`src/rtl/thor2022_btb_update_queue.sv`:
```
// BTB update queue: buffers resolved branches from execute and drains them
// into the BTB write port in arrival order. A branch whose ip is already
// pending is merged into that entry in place rather than queued again.
module thor2022_btb_update_queue #(
    parameter  int DEPTH = 4,
    parameter  int AWID  = 64,
    localparam int PW    = $clog2(DEPTH),
    localparam int CW    = PW + 1
) (
    input  logic            clk,
    input  logic            rst,
    input  logic            br_valid,
    input  logic [AWID-1:0] br_ip,
    input  logic [AWID-1:0] br_tgt,
    input  logic            br_taken,
    output logic            br_ready,
    input  logic            btb_busy,
    output logic            btb_wr,
    output logic [AWID-1:0] btb_wip,
    output logic [AWID-1:0] btb_wtgt,
    output logic            btb_takb,
    output logic [CW-1:0]   count,
    output logic [15:0]     merge_cnt
);

    logic [AWID-1:0] ip_q  [DEPTH];
    logic [AWID-1:0] tgt_q [DEPTH];
    logic [DEPTH-1:0] tak_q;

    logic [PW-1:0] head;
    logic [PW-1:0] tail;
    logic [PW-1:0] hit_idx;
    logic          hit;
    logic          pop;
    logic          push;
    logic          merge;
    logic          head_merge;
    logic          not_full;
    logic          not_empty;

    assign not_empty  = (count != '0);
    assign not_full   = (count < CW'(DEPTH));
    assign pop        = not_empty && !btb_busy;
    assign merge      = br_valid && hit;
    assign push       = br_valid && !hit && not_full;
    assign br_ready   = hit || not_full;
    assign head_merge = merge && (hit_idx == head);

    // Search occupied entries for br_ip; the head is skipped while it pops,
    // so a branch colliding with the outgoing write is queued fresh instead.
    always_comb begin
        logic [PW-1:0] off;
        hit     = 1'b0;
        hit_idx = '0;
        for (int i = 0; i < DEPTH; i++) begin
            off = PW'(i) - head;
            if (({1'b0, off} < count) && !(pop && (off == '0)) && (ip_q[i] == br_ip)) begin
                hit     = 1'b1;
                hit_idx = PW'(i);
            end
        end
    end

    // Head entry drives the write port; a merge into a stalled head is
    // forwarded so the port always shows the newest target/direction.
    always_comb begin
        btb_wr   = pop;
        btb_wip  = '0;
        btb_wtgt = '0;
        btb_takb = 1'b0;
        if (not_empty) begin
            btb_wip  = ip_q[head];
            btb_wtgt = head_merge ? br_tgt   : tgt_q[head];
            btb_takb = head_merge ? br_taken : tak_q[head];
        end
    end

    // Pointers, occupancy and merge statistics.
    always_ff @(posedge clk or negedge rst) begin
        if (!rst) begin
            head      <= '0;
            tail      <= '0;
            count     <= '0;
            merge_cnt <= '0;
        end else begin
            if (pop)
                head <= head + 1'b1;
            if (push)
                tail <= tail + 1'b1;
            case ({push, pop})
                2'b10:   count <= count + 1'b1;
                2'b01:   count <= count - 1'b1;
                default: count <= count;
            endcase
            if (merge && (merge_cnt != 16'hFFFF))
                merge_cnt <= merge_cnt + 1'b1;
        end
    end

    // Entry payloads; contents are don't-care until occupied.
    always_ff @(posedge clk) begin
        if (push) begin
            ip_q[tail]  <= br_ip;
            tgt_q[tail] <= br_tgt;
            tak_q[tail] <= br_taken;
        end else if (merge) begin
            tgt_q[hit_idx] <= br_tgt;
            tak_q[hit_idx] <= br_taken;
        end
    end

endmodule

```
`config.mk`:
```
export PLATFORM = sky130hd
export DESIGN_NAME = thor2022_btb_update_queue
export DESIGN_NICKNAME = d
export VERILOG_FILES = /design/src/rtl/thor2022_btb_update_queue.sv
export SDC_FILE = /design/constraint.sdc
export NUM_CORES = 1
export LEC_CHECK = 0
export ABC_AREA = 1
export BUFFER_PORTS_ARGS = -buffer_cell sky130_fd_sc_hd__buf_2
export CAP_MARGIN = 20
export CORE_ASPECT_RATIO = 1.75
export CORE_MARGIN = 1
export CORE_UTILIZATION = 45
export CTS_CLUSTER_DIAMETER = 200
export DETAILED_ROUTE_END_ITERATION = 12
export PLACE_DENSITY_LB_ADDON = 0.3
export SLEW_MARGIN = 20
export SYNTH_ARGS = -nofsm -noshare
export SYNTH_HDL_FRONTEND = slang
export SYNTH_SLANG_ARGS = --single-unit
```
`constraint.sdc`:
```
create_clock -name clk -period 5.45 [get_ports clk]
set_input_delay 0.545 -clock clk [delete_from_list [all_inputs] [get_ports clk]]
set_output_delay 0.545 -clock clk [all_outputs]
set_load 0.1 [all_outputs]
```
==> results_dict.tcl <==
set metrics [dict create \
    use_met3 0.0379 \
    cts_max_level 2 \
    antenna_found_initial 12 \
    synth_largest_area_cell "edfxtp_1" \
    initial_core_util 0.456 \
    post_drt_wl_per_cell_um 19.4 \
    grt_pass1_vias 21400 \
    synth-seq-cells 539 \
    layout_min_cycle_time_ps 4980 \
    max-cap-violations 0 \
    grt_util_all_layers 0.258 \
    vias 22100 \
    netlist_area_mm2 0.0284 \
    grt_max_degree 171 \
    postLayoutCellArea_mm2 0.0320 \
    syn_area_per_cell_um2 8.90 \
    synth-edff-count 516 \
    dieArea_mm2 0.0642 \
    numCtsBuffers 51 \
    clockBufferDepth 3 \
    syn_to_final_growth_pct 12.9 \
    use_met2 0.466 \
    syn_nets 3337 \
    yosysSeqAreaShare 0.566 \
    dp_slack_ps 964 \
    drt_iter0_drc 1373 \
    crit_required_ps 4910 \
    hp-class "input pin to flip-flop" \
    synthMostInstantiatedCell "nand2_1" \
    relSlewSlack 0.354 \
    wl_um 82600 \
    cts_resized 0 \
    crit_slowest_cell "buf_4" \
    crit_top_cell "nand2_1" \
    worstPathArrival_ps 4440 \
    setup_violations 0 \
    cp-end-kind "primary output" \
    coreArea_mm2 0.0622 \
    finalCritPeriodShare 0.914 \
    status "finished clean" \
    vias_per_cell 5.19 \
    max_stage_delay_ps 750 \
    worst_skew_pair.late_latency_ps 590 \
    post-route-util 0.515 \
    cts.reportedPaths.clkPinSlew_ps 70 \
    drc 0 \
    dr.pass1.iters 5 \
    fmax_mhz 201 \
    syn_inst 3189 \
    path_buf_inv 5 \
    async_reset_ff_frac 0.0427 \
    worst_slack_ps 467 \
    start_kind "flip-flop" \
    synthTopCellsByCount "nand2_1 (788), edfxtp_1 (516), nor2_1 (426)" \
    cts-root-buf "clkbuf_16" \
    slew_violations 0 \
    synth.top_cell.area_share 0.546 \
    fin_nets 3549 \
    tightest_slew_ps 969 \
    critical-path-top-delay-family "buffers and inverters" \
    synth.distinct_cells 38 \
    grt-ovfl-total 0 \
    gp_congestion 0.944 \
    dpl_cell_area_mm2 0.0305 \
    rows 121 \
    hold_viol 0 \
    antenna_left 0 \
    dp_hpwl_um 56100 \
    dieWidth_um 192 \
    grt-busiest-layer "met2" \
    placed_cells 4146 \
    ys.flop_type "edfxtp_1" \
    synthTopCellsByArea "edfxtp_1 (55%), nand2_1 (10%), nor2_1 (5.6%), o21ai_0 (4.8%), inv_1 (4.5%)" \
    grt_pass1_wl_um 124000 \
    fin_cells 4245 \
    cts_sinks 539 \
    yosysWarnings 0 \
    skew_ps 27.4 \
    use_met1 0.285 \
    fp.dieH_um 334 \
    crit_fanout 91 \
    drive_above_1_share 0.160 \
    timing.setup.critical_path_class "flip-flop to primary output" \
    cp_cell_sequence "inv_8 > buf_4 > ha_1 > nand2_1 > o21ai_1 > nor2_1 > nand3_2 > nand2_1 > nand2_1 > nand2_1 > nand2_1 > inv_2 > buf_4 > nand3_1 > nand2_1 > nor2_2 > buf_2" \
    cts_tree "built" \
    io_buffer_count 282 \
    ioPinCount 283 \
    rsz0062_at_grt "no" \
]
## metal layers
layer  vias up  share of wire  wire length, um
li1      10800              -                -
met1     10400           0.36            30000
met2       687           0.52            42900
met3       179          0.059             4850
met4        12          0.058             4760
met5         -        0.00096               79
## final timing paths
path / startpoint / to / slack, ps / cells past startpoint
min: br_tgt[26] / tgt_q[0][26] / 200 / 1
min reg2reg: count[1] / count[1] / 530 / 2
max in group asynchronous: rst / head[0] / 4490 / 2
max: head[0] / btb_wtgt[53] / 470 / 17
max reg2reg: head[0] / tgt_q[3][8] / 1000 / 14
min in group asynchronous: rst / merge_cnt[3] / 520 / 2
## state kept, by name, indices dropped and copies added (netlist names)
| name | flops |
|---|---|
| tgt_q | 256 |
| merge_cnt | 16 |
| tail | 2 |
| ip_q | 256 |
| count | 3 |
| head | 2 |
| tak_q | 4 |
## area by class of cell
| class | count | area [um^2] |
|---|---|---|
| inverters | 375 | 1420 |
| fillers | 5793 | 30200 |
| clock inverters | 31 | 189 |
| flip-flops and latches | 539 | 16100 |
| repair buffers | 313 | 1820 |
| well taps | 799 | 1000 |
| multi-input cells | 2121 | 10100 |
| clock buffers | 63 | 1380 |
| diodes | 4 | 10.0 |
## stage by stage
stage | TNS, ps | hold WS, ps
finish | 0 | 197
global route | 0 | 166
CTS | 0 | 150
detailed placement | 0 | 523
global placement | 0 | 514
floorplan | -257330 | 249
## placed cells by master, fill, tap and decap left out, types with 16 or more instances in the layout
| cell type | instances |
|---|---|
| a21oi_1 | 167 |
| buf_2 | 282 |
| buf_4 | 16 |
| clkbuf_16 | 53 |
| dfrtp_1 | 21 |
| edfxtp_1 | 516 |
| inv_1 | 337 |
| inv_2 | 34 |
| nand2_1 | 788 |
| nand3_1 | 94 |
| nor2_1 | 419 |
| nor2_2 | 104 |
| o21ai_0 | 272 |
| o22ai_1 | 66 |
| xnor2_1 | 92 |
| xor2_1 | 53 |
## cell families (layout without fill, tap and decap cells)
kind of cell / count (synthesis) / after routing / synth area share
other: 0 / 4 / 0
buffers and inverters: 529 / 782 / 0.0787
AO/OA/AOI/OAI: 511 / 511 / 0.0935
flip-flops: 539 / 539 / 0.566
adder cells (fa/ha/maj): 15 / 15 / 0.00687
XOR/XNOR: 145 / 145 / 0.0447
AND/OR/NAND/NOR: 1450 / 1450 / 0.210
## timing repair
action | CTS | global route
endpoints found under the hold margin | 23 | 0
hold buffers | 1 | 0
setup buffers | 0 | 0
Power is left out: the tool's default activity adds up to more than one toggle a clock period on the data nets, which glitch-free logic cannot reach.
